## src/rtl/pc_stack_unit.sv

```systemverilog
// Fetch-stage program counter with an integrated LIFO return-address stack
// and interrupt vectoring; every output except PC_PLUS1 is registered.
module pc_stack_unit #(
    parameter int unsigned      WIDTH       = 10,
    parameter int unsigned      STACK_DEPTH = 8,
    parameter logic [WIDTH-1:0] INTR_VECTOR = {WIDTH{1'b1}},
    parameter logic [WIDTH-1:0] RESET_VALUE = {WIDTH{1'b0}}
) (
    input  logic             CLK,
    input  logic             RST,
    input  logic [WIDTH-1:0] DIN,
    input  logic             PC_LD,
    input  logic             PC_INC,
    input  logic             PC_CALL,
    input  logic             PC_RET,
    input  logic             PC_INTR,
    output logic [WIDTH-1:0] PC_COUNT,
    output logic [WIDTH-1:0] PC_PLUS1,
    output logic             STACK_FULL,
    output logic             STACK_EMPTY,
    output logic             STACK_ERR
);

    localparam int unsigned      CW      = $clog2(STACK_DEPTH + 1);
    localparam int unsigned      AW      = (STACK_DEPTH > 1) ? $clog2(STACK_DEPTH) : 1;
    localparam logic [CW-1:0]    DEPTH_C = CW'(STACK_DEPTH);
    localparam logic [CW-1:0]    ONE_C   = CW'(1);
    localparam logic [WIDTH-1:0] PC_ONE  = WIDTH'(1);

    typedef enum logic [2:0] {
        CMD_HOLD = 3'd0,
        CMD_INC  = 3'd1,
        CMD_LD   = 3'd2,
        CMD_RET  = 3'd3,
        CMD_CALL = 3'd4,
        CMD_INTR = 3'd5
    } cmd_e;

    logic [WIDTH-1:0] pc_q, pc_d;
    logic [CW-1:0]    count_q, count_d;
    logic             full_q, full_d;
    logic             empty_q, empty_d;
    logic             err_q, err_d;
    logic [WIDTH-1:0] stack_q [STACK_DEPTH];

    cmd_e             cmd_s;
    logic             push_en_s;
    logic [WIDTH-1:0] push_val_s;
    logic [WIDTH-1:0] top_s;
    logic [AW-1:0]    wr_idx_s;
    logic [AW-1:0]    rd_idx_s;
    logic [WIDTH-1:0] pc_plus1_s;

    assign pc_plus1_s = pc_q + PC_ONE;
    // Slot count_q is the next free entry; the top lives one below it.
    assign wr_idx_s   = count_q[AW-1:0];
    assign rd_idx_s   = AW'(count_q - ONE_C);
    assign top_s      = stack_q[rd_idx_s];

    // Fixed-priority command decode; lower-priority requests are dropped.
    always_comb begin
        cmd_s = CMD_HOLD;
        if (PC_INTR) begin
            cmd_s = CMD_INTR;
        end else if (PC_CALL) begin
            cmd_s = CMD_CALL;
        end else if (PC_RET) begin
            cmd_s = CMD_RET;
        end else if (PC_LD) begin
            cmd_s = CMD_LD;
        end else if (PC_INC) begin
            cmd_s = CMD_INC;
        end else begin
            cmd_s = CMD_HOLD;
        end
    end

    // Next-state for PC, stack pointer and flags.
    always_comb begin
        pc_d       = pc_q;
        count_d    = count_q;
        err_d      = err_q;
        push_en_s  = 1'b0;
        push_val_s = {WIDTH{1'b0}};
        case (cmd_s)
            CMD_INTR, CMD_CALL: begin
                pc_d = (cmd_s == CMD_INTR) ? INTR_VECTOR : DIN;
                // A push onto a full stack is discarded but the jump still happens.
                if (count_q == DEPTH_C) begin
                    err_d = 1'b1;
                end else begin
                    push_en_s  = 1'b1;
                    push_val_s = (cmd_s == CMD_INTR) ? pc_q : pc_plus1_s;
                    count_d    = count_q + ONE_C;
                end
            end
            CMD_RET: begin
                if (count_q == {CW{1'b0}}) begin
                    err_d = 1'b1;
                end else begin
                    pc_d    = top_s;
                    count_d = count_q - ONE_C;
                end
            end
            CMD_LD:   pc_d = DIN;
            CMD_INC:  pc_d = pc_plus1_s;
            CMD_HOLD: pc_d = pc_q;
            default:  pc_d = pc_q;
        endcase
        full_d  = (count_d == DEPTH_C);
        empty_d = (count_d == {CW{1'b0}});
    end

    // Architectural state with synchronous reset.
    always_ff @(posedge CLK) begin
        if (RST) begin
            pc_q    <= RESET_VALUE;
            count_q <= {CW{1'b0}};
            full_q  <= 1'b0;
            empty_q <= 1'b1;
            err_q   <= 1'b0;
        end else begin
            pc_q    <= pc_d;
            count_q <= count_d;
            full_q  <= full_d;
            empty_q <= empty_d;
            err_q   <= err_d;
        end
    end

    // Stack storage; contents are not cleared by reset.
    always_ff @(posedge CLK) begin
        if (!RST && push_en_s) begin
            stack_q[wr_idx_s] <= push_val_s;
        end
    end

    assign PC_COUNT    = pc_q;
    assign PC_PLUS1    = pc_plus1_s;
    assign STACK_FULL  = full_q;
    assign STACK_EMPTY = empty_q;
    assign STACK_ERR   = err_q;

endmodule

```

## config.mk

```make
export PLATFORM = sky130hd
export DESIGN_NAME = pc_stack_unit
export DESIGN_NICKNAME = d
export VERILOG_FILES = /design/src/rtl/pc_stack_unit.sv
export SDC_FILE = /design/constraint.sdc
export NUM_CORES = 1
export LEC_CHECK = 0
export BUFFER_PORTS_ARGS = -buffer_cell sky130_fd_sc_hd__buf_2
export CAP_MARGIN = 10
export CORE_ASPECT_RATIO = 1.25
export CORE_MARGIN = 8
export CORE_UTILIZATION = 45
export DETAILED_ROUTE_END_ITERATION = 7
export PLACE_DENSITY = 0.69
export SLEW_MARGIN = 40
export SYNTH_ARGS = -nofsm -noshare
export SYNTH_HDL_FRONTEND = slang
export SYNTH_SLANG_ARGS = --single-unit
```

## constraint.sdc

```tcl
create_clock -name CLK -period 3.3 [get_ports CLK]
set_input_delay 0.165 -clock CLK [delete_from_list [all_inputs] [get_ports CLK]]
set_output_delay 0.165 -clock CLK [all_outputs]
set_load 0.01 [all_outputs]
```

==> out/qor.csv, run 1 <==
stage,metric,value,unit
run_status,outcome,"complete, no violations",
power,reported leakage power,0.00183,uW
layout,footprint of the flip-flops and latches,2740,sq um
clocking,level count of the clock H-tree,3,
synthesis,share of the yosys chip area belonging to registers,0.593,
worst_setup_path,data arrival time of the critical path,2730,ps
timing,portion of the clock cycle consumed by the worst path in the final layout,0.755,
timing,Worst Hold Margin,124,ps
clocking,number of hold-repair buffers added at the cts stage,0,
die,area of the core,10100,sq um
synthesis,flip-flop cell with the highest count after synthesis,edfxtp_1,
timing,final worst clock skew,10.1,ps
timing,Setup TNS Final,0,ps
layout,multi-input combinational cell area,1730,sq um
drt,final wirelength,11.0,mm
worst_setup_path,critical path data required time,3530,ps
timing,final hold violation count,0,
timing,Fmax,401,MHz
drt,total number of vias,3189,
timing,Final Max Tran Viols,0,
flow_run,number of max-cap violations,0,
die,ports placed on the boundary,40,
global_route,pin count of the biggest net entering global routing,33,
global_route,busiest metal layer after global routing,met2,
worst_setup_path,minimum setup slack among reg-to-reg paths,810,ps
layout,fraction of layout cells with a size suffix above 1,0.229,
clocking,sinks on the clock net,97,
drt,DRC Markers,0,
timing,setup violation total in the final timing report,0,
synthesis,combined area of all synthesized cells,4620,sq um
place,Placer Congestion,0.899,
die,Total Die Area,13800,sq um
power,power per cell area,643,nW/um^2
synthesis,synthesized net count,385,
drt,iteration count of the initial detailed-routing pass,5,
timing,post-route minimum period,2490,ps
synthesis,fraction of synthesis flops using an asynchronous set or reset pin,0,
global_route,wire length of the first global-routing pass,17.0,mm
clocking,number of buffers added by the clock tree synthesis step,9,
layout,cell area after layout,5270,sq um
clocking,CTS tree,yes,
layout,final core utilization,0.524,
die,initial cell density of the core,0.460,
worst_setup_path,R2R Path End,PC_COUNT[5],
global_route,final global-route overflow total,0,
synthesis,gate count of the mapped netlist,365,
synthesis,area share of the leading cell type in the synthesized netlist,0.520,
clocking,source-to-sink clock delay at the later pin of the worst-skew pair,340,ps
synthesis,count of cell types in the netlist,62,
worst_setup_path,"Worst Path Class, Setup",reg2reg,
synthesis,Avg Synthesized Cell Area,12.7,sq um
global_route,number of global-route vias before repair,3194,
global_route,GR Layer Usage met2,0.278,
place,placed cell areas,4970,sq um
drt,number of DRC markers in iteration 0,214,
worst_setup_path,number of cell instances on the worst register-to-register path,8,
synthesis,Synth Register Bits,97,
power,Worst VDD drop,0.240,mV
layout,Post-layout nets,425,
global_route,met1 track demand over resource in global routing,0.180,
place,DP Wirelength,7.99,mm
die,chip width,107,um
die,# rows,41,
layout,number of fillers in the final layout,858,
place,Placed Instances,523,
timing,transition at the pin with the smallest max-transition slack,658,ps
global_route,GRT Resource Usage Total,0.165,
global_route,Global Route met3 Usage,0.0447,
synthesis,Synth area leader,edfxtp_1,
global_route,initial antenna violation count,0,
timing,RSZ-0062 raised after global routing,no,
clocking,maximum buffer depth of the clock tree,2,
clocking,master cell of the clock root buffer,clkbuf_16,
timing,worst-case headroom to the max-slew limit,0.561,
layout,antenna cells,0,
drt,"antenna viol nets, final",0,
synthesis,most numerous cell in the Yosys netlist,edfxtp_1,
clocking,post-CTS setup-driven buffer insertion count,0,
clocking,number of gates given a new drive strength after cts,0,
synthesis,yosys warns,0,
layout,Layout Cells excl Fill,539,
synthesis,list of most frequent post-synthesis cells,"80 x edfxtp_1, 29 x nor2_1, 26 x nand2_1",
synthesis,Synth area leaders,"edfxtp_1 52%, dfxtp_1 7.4%, mux4_2 4.9%",
worst_setup_path,Reg-to-Reg Start,count_q[0],
worst_setup_path,Setup crit start kind,flip-flop,
die,overall die height,129,um
worst_hold_path,destination of the worst hold path,PC_COUNT[6],
worst_setup_path,endpoint kind of the worst setup timing path,flip-flop,
worst_hold_path,worst hold path class,in2reg,
clocking,CTS clock-pin slew for the worst setup and hold paths,60,ps
drt,mean number of vias per cell,5.92,
place,Port Buffer Count,39,
layout,area delta synth->final,14.0,%
worst_hold_path,hold_sp,DIN[6],
drt,average wire per cell in the routed design,20.5,um
worst_hold_path,Worst Hold Depth,3,
worst_setup_path,maximum net fanout on the critical path,17,
synthesis,"EDFF count, synth",80,
[metrics by stage]
stage / setup WS [ps] / power (uW)
floorplan: 526 / 2130
global placement: 888 / 2380
detailed placement: 844 / 2390
CTS: 798 / 3410
global route: 549 / 3540
finish: 807 / 3390
[power breakdown]
group	internal [uW]	total [uW]	switching (uW)	leakage (uW)
clock	605	1020	414	0.000142
combinational	339	862	523	0.000809
sequential	1440	1510	67.0	0.000877
total	2390	3390	1000	0.00183
[cell usage in the layout, fill, tap and decap left out, types with 3 or more instances in the layout]
cell type and n:
a221o_1 3, buf_2 39, nand3_1 17, xor2_1 4, o21ai_0 8, o221ai_1 3, nor2_1 29, nor3b_1 3
o211ai_1 5, nand2b_1 6, nor3_1 11, inv_1 5, xnor2_1 14, mux2i_1 16, buf_4 16, a31oi_1 8
mux4_2 10, o22ai_1 5, dfxtp_1 17, clkbuf_16 9, nand2_1 26, nor2b_1 5, ha_1 3, edfxtp_1 80
nand4_1 5, o21ai_1 3, a21oi_1 13
[worst max-delay path, cell delays in order (launching register included)]
cell	delay [ps]
dfxtp_1	330
clkinv_1	200
ha_1	580
buf_4	350
mux4_2	250
nand2_1	60
a21oi_1	210
a211oi_1	80
a2111oi_2	330
[flip-flops by register name, indices dropped and copies added, names as in the netlist]
signal       flops
stack_q         80
PC_COUNT        10
count_q          4
STACK_FULL       1
STACK_ERR        1
STACK_EMPTY      1
[cells by family (layout without fill, tap and decap cells)]
| group | Yosys count | in the layout | share of synthesized area |
|---|---|---|---|
| adder cells (fa/ha/maj) | 3 | 3 | 0.00812 |
| AO/OA/AOI/OAI | 72 | 72 | 0.117 |
| buffers and inverters | 32 | 77 | 0.0322 |
| AND/OR/NAND/NOR | 116 | 116 | 0.129 |
| XOR/XNOR | 18 | 18 | 0.0341 |
| multiplexers | 27 | 27 | 0.0858 |
| flip-flops | 97 | 97 | 0.593 |
[area by class of cell]
| class | instances | share of cell area |
|---|---|---|
| flip-flops and latches | 97 | 0.520 |
| clock buffers | 11 | 0.0461 |
| well taps | 129 | 0.0306 |
| clock inverters | 5 | 0.0104 |
| repair buffers | 55 | 0.0598 |
| inverters | 6 | 0.00427 |
| multi-input cells | 236 | 0.328 |
[worst max path at each step]
stage / startpoint / endpoint
after CTS: count_q[0] / PC_COUNT[5]
after global routing: count_q[0] / stack_q[1][8]
after floorplan: count_q[0] / stack_q[2][0]
after global placement: count_q[0] / PC_COUNT[5]
final: count_q[0] / PC_COUNT[5]
after detailed placement: count_q[0] / PC_COUNT[5]
[per-layer routing]
layer,wire [um],up-vias,share of wire
met5,0,-,0
met4,481,0,0.044
met3,800,30,0.073
met2,5420,138,0.49
met1,4330,1541,0.39
li1,-,1480,-
Note: power is estimated with default switching activity, not from simulation.
==> run 2, diff against run 1 <==
--- a/config.mk
+++ b/config.mk
@@ -5,6 +5,7 @@
 export SDC_FILE = /design/constraint.sdc
 export NUM_CORES = 1
 export LEC_CHECK = 0
+export ABC_AREA = 1
 export BUFFER_PORTS_ARGS = -buffer_cell sky130_fd_sc_hd__buf_2
 export CAP_MARGIN = 10
 export CORE_ASPECT_RATIO = 1.25
==> constraint.sdc (replaced) <==
create_clock -name CLK -period 2.3 [get_ports CLK]
set_input_delay 0.115 -clock CLK [delete_from_list [all_inputs] [get_ports CLK]]
set_output_delay 0.115 -clock CLK [all_outputs]
set_load 0.01 [all_outputs]
==> run 2 against run 1 <==
Compared with the run above:
- routed wire length is 3.4% higher
- register-to-register slack worse by 570 ps
- highest routed layer unchanged
- sequential share of layout area decreased by 1.4 points
- power increased by 29%
- synthesized cell count up 41%
- largest power group unchanged
- die area is 0.63% higher
- sequential cell count did not move
- sequential power up 36%
==> out/qor.csv, run 2 <==
stage,metric,value,unit
layout,largest register by flop count,stack_q,
synthesis,yosys warns,0,
power,Design Power,4370,uW
die,ports placed on the boundary,40,
global_route,pin count of the biggest net entering global routing,47,
global_route,initial antenna violation count,0,
layout,area delta synth->final,16.4,%
worst_setup_path,startpoint of the most critical setup path,count_q[1],
die,Total Die Area,13900,sq um
synthesis,combined area of all synthesized cells,4660,sq um
synthesis,count of cell types in the netlist,34,
clocking,sinks on the clock net,97,
worst_setup_path,maximum net fanout on the critical path,10,
worst_setup_path,Setup crit start kind,flip-flop,
worst_setup_path,cells along the critical path,inv_1 -> ha_4 -> nand2_2 -> inv_1 -> nand2_1 -> nand2_1 -> nor2_4 -> nand2_1 -> nor3_4 -> buf_4,
timing,worst-case headroom to the max-slew limit,0.612,
worst_hold_path,hold_sp,RST,
layout,final core utilization,0.536,
layout,"most common cell after layout, fill and taps aside",nand2_1,
clocking,number of buffers added by the clock tree synthesis step,9,
global_route,number of global-route vias before repair,3532,
clocking,source-to-sink clock delay at the later pin of the worst-skew pair,340,ps
die,area of the core,10100,sq um
timing,setup violation total in the final timing report,0,
synthesis,most numerous cell in the Yosys netlist,nand2_1,
global_route,final global-route overflow total,0,
global_route,GRT Resource Usage Total,0.169,
worst_setup_path,crit-path leading delay family,simple AND/OR/NAND/NOR gates,
timing,final hold violation count,0,
worst_setup_path,CP most frequent cell,nand2_1,
clocking,level count of the clock H-tree,3,
place,DP Wirelength,7.89,mm
worst_setup_path,buffers plus inverters on the worst setup path,3,
place,Port Buffer Count,39,
clocking,CTS tree,yes,
synthesis,fraction of synthesis flops using an asynchronous set or reset pin,0,
timing,RSZ-0062 raised after global routing,no,
drt,average wire per cell in the routed design,16.3,um
drt,total number of vias,3715,
die,chip width,107,um
synthesis,gate count of the mapped netlist,516,
synthesis,synthesized net count,536,
drt,"antenna viol nets, final",0,
layout,"leading cell types in the layout, fill and taps excluded","161 x nand2_1, 83 x nand3_1, 80 x edfxtp_1",
clocking,number of gates given a new drive strength after cts,0,
clocking,CTS clock-pin slew for the worst setup and hold paths,70,ps
die,# rows,41,
die,initial cell density of the core,0.461,
drt,DRC Markers,0,
synthesis,Synth Register Bits,97,
synthesis,area share of the leading cell type in the synthesized netlist,0.516,
timing,Final Max Tran Viols,0,
timing,transition at the pin with the smallest max-transition slack,582,ps
place,Placer Congestion,0.885,
drt,final wirelength,11.4,mm
worst_hold_path,worst hold path class,in2reg,
layout,cell area after layout,5420,sq um
timing,Fmax,485,MHz
layout,max reg flops,80,
worst_setup_path,"Worst Path Class, Setup",reg2reg,
worst_setup_path,slowest cell delay on critical path,330,ps
clocking,post-CTS setup-driven buffer insertion count,0,
flow_run,number of max-cap violations,0,
synthesis,Avg Synthesized Cell Area,9.02,sq um
die,overall die height,130,um
synthesis,share of the yosys chip area belonging to registers,0.589,
power,Worst VDD drop,0.431,mV
place,placed cell areas,5140,sq um
timing,post-route minimum period,2060,ps
power,power per cell area,807,nW/um^2
layout,Post-layout nets,587,
layout,fraction of layout cells with a size suffix above 1,0.189,
run_status,outcome,"complete, no violations",
timing,final worst clock skew,10.2,ps
drt,number of DRC markers in iteration 0,234,
drt,mean number of vias per cell,5.30,
drt,iteration count of the initial detailed-routing pass,5,
timing,portion of the clock cycle consumed by the worst path in the final layout,0.896,
worst_setup_path,data arrival time of the critical path,2090,ps
worst_setup_path,Reg-to-Reg Start,count_q[1],
worst_setup_path,endpoint kind of the worst setup timing path,flip-flop,
synthesis,Synth area leaders,"edfxtp_1 52%, nand2_1 13%, nand3_1 8.9%",
global_route,wire length of the first global-routing pass,18.2,mm
power,reported leakage power,0.00227,uW
synthesis,flip-flop cell with the highest count after synthesis,edfxtp_1,
worst_setup_path,cell at the slowest stage of the critical path,dfxtp_1,
synthesis,"EDFF count, synth",80,
clocking,maximum buffer depth of the clock tree,2,
synthesis,list of most frequent post-synthesis cells,"162 x nand2_1, 83 x nand3_1, 80 x edfxtp_1",
synthesis,Synth area leader,edfxtp_1,
clocking,number of hold-repair buffers added at the cts stage,0,
clocking,master cell of the clock root buffer,clkbuf_16,
layout,antenna cells,0,
worst_setup_path,critical path data required time,2330,ps
==> run 2: cell families (layout without fill, tap and decap cells) <==
group / count (synthesis) / in the layout / share of synthesized area
buffers and inverters: 64 / 120 / 0.0607
DFF: 97 / 97 / 0.589
xor gates and xnor gates: 3 / 3 / 0.00564
and+or+nand+nor: 300 / 300 / 0.277
AOI/OAI and AO/OA: 49 / 49 / 0.0597
adders and majority gates: 3 / 3 / 0.00806
==> run 2: report_power, final <==
part / internal [uW] / switching, uW
Clock: 744 / 639
Sequential: 2020 / 41.1
Combinational: 297 / 637
Total: 3060 / 1320
==> run 2: worst reg2reg max path: cells and delay by family, from the launching register on <==
family | cells | cell delay (ps)
adders and majority gates | 1 | 190
buffers and inverters | 3 | 410
DFF | 1 | 330
and+or+nand+nor | 6 | 840
==> run 2: final timing paths <==
kind                         to  slack (ps)  depth (start not counted)
setup / recovery  stack_q[6][0]         240                         10
hold / removal      PC_COUNT[8]          60                          2
setup reg to reg  stack_q[6][0]         240                         10
hold reg to reg       STACK_ERR         470                          1
==> run 2: routing by layer <==
layer  wire (um)  up-vias  GRT usage
met5           0        -          0
met4         265        0     0.0763
met3         690       21     0.0306
met2        5650      130      0.287
met1        4800     1725      0.204
li1            -     1839          -
==> run 2: cell type report <==
| class | count | area, sq um |
|---|---|---|
| Fill cell | 887 | 4690 |
| Sequential cell | 97 | 2750 |
| Multi-Input combinational cell | 355 | 1710 |
| Timing Repair Buffer | 62 | 368 |
| Clock buffer | 11 | 233 |
| Tap cell | 129 | 161 |
| Inverter | 42 | 160 |
| Clock inverter | 5 | 38.8 |
==> run 2: metrics by stage <==
step / setup WS, ps / setup TNS [ps] / hold slack [ps] / instances
2_1_floorplan: -50.8 / -508 / 180 / 516
3_3_place_gp: 267 / 0 / 402 / 685
3_5_place_dp: 182 / 0 / 416 / 685
4_1_cts: 147 / 0 / 54.9 / 701
5_1_grt: 89.3 / 0 / 63.0 / 701
6_report: 240 / 0 / 56.6 / 701
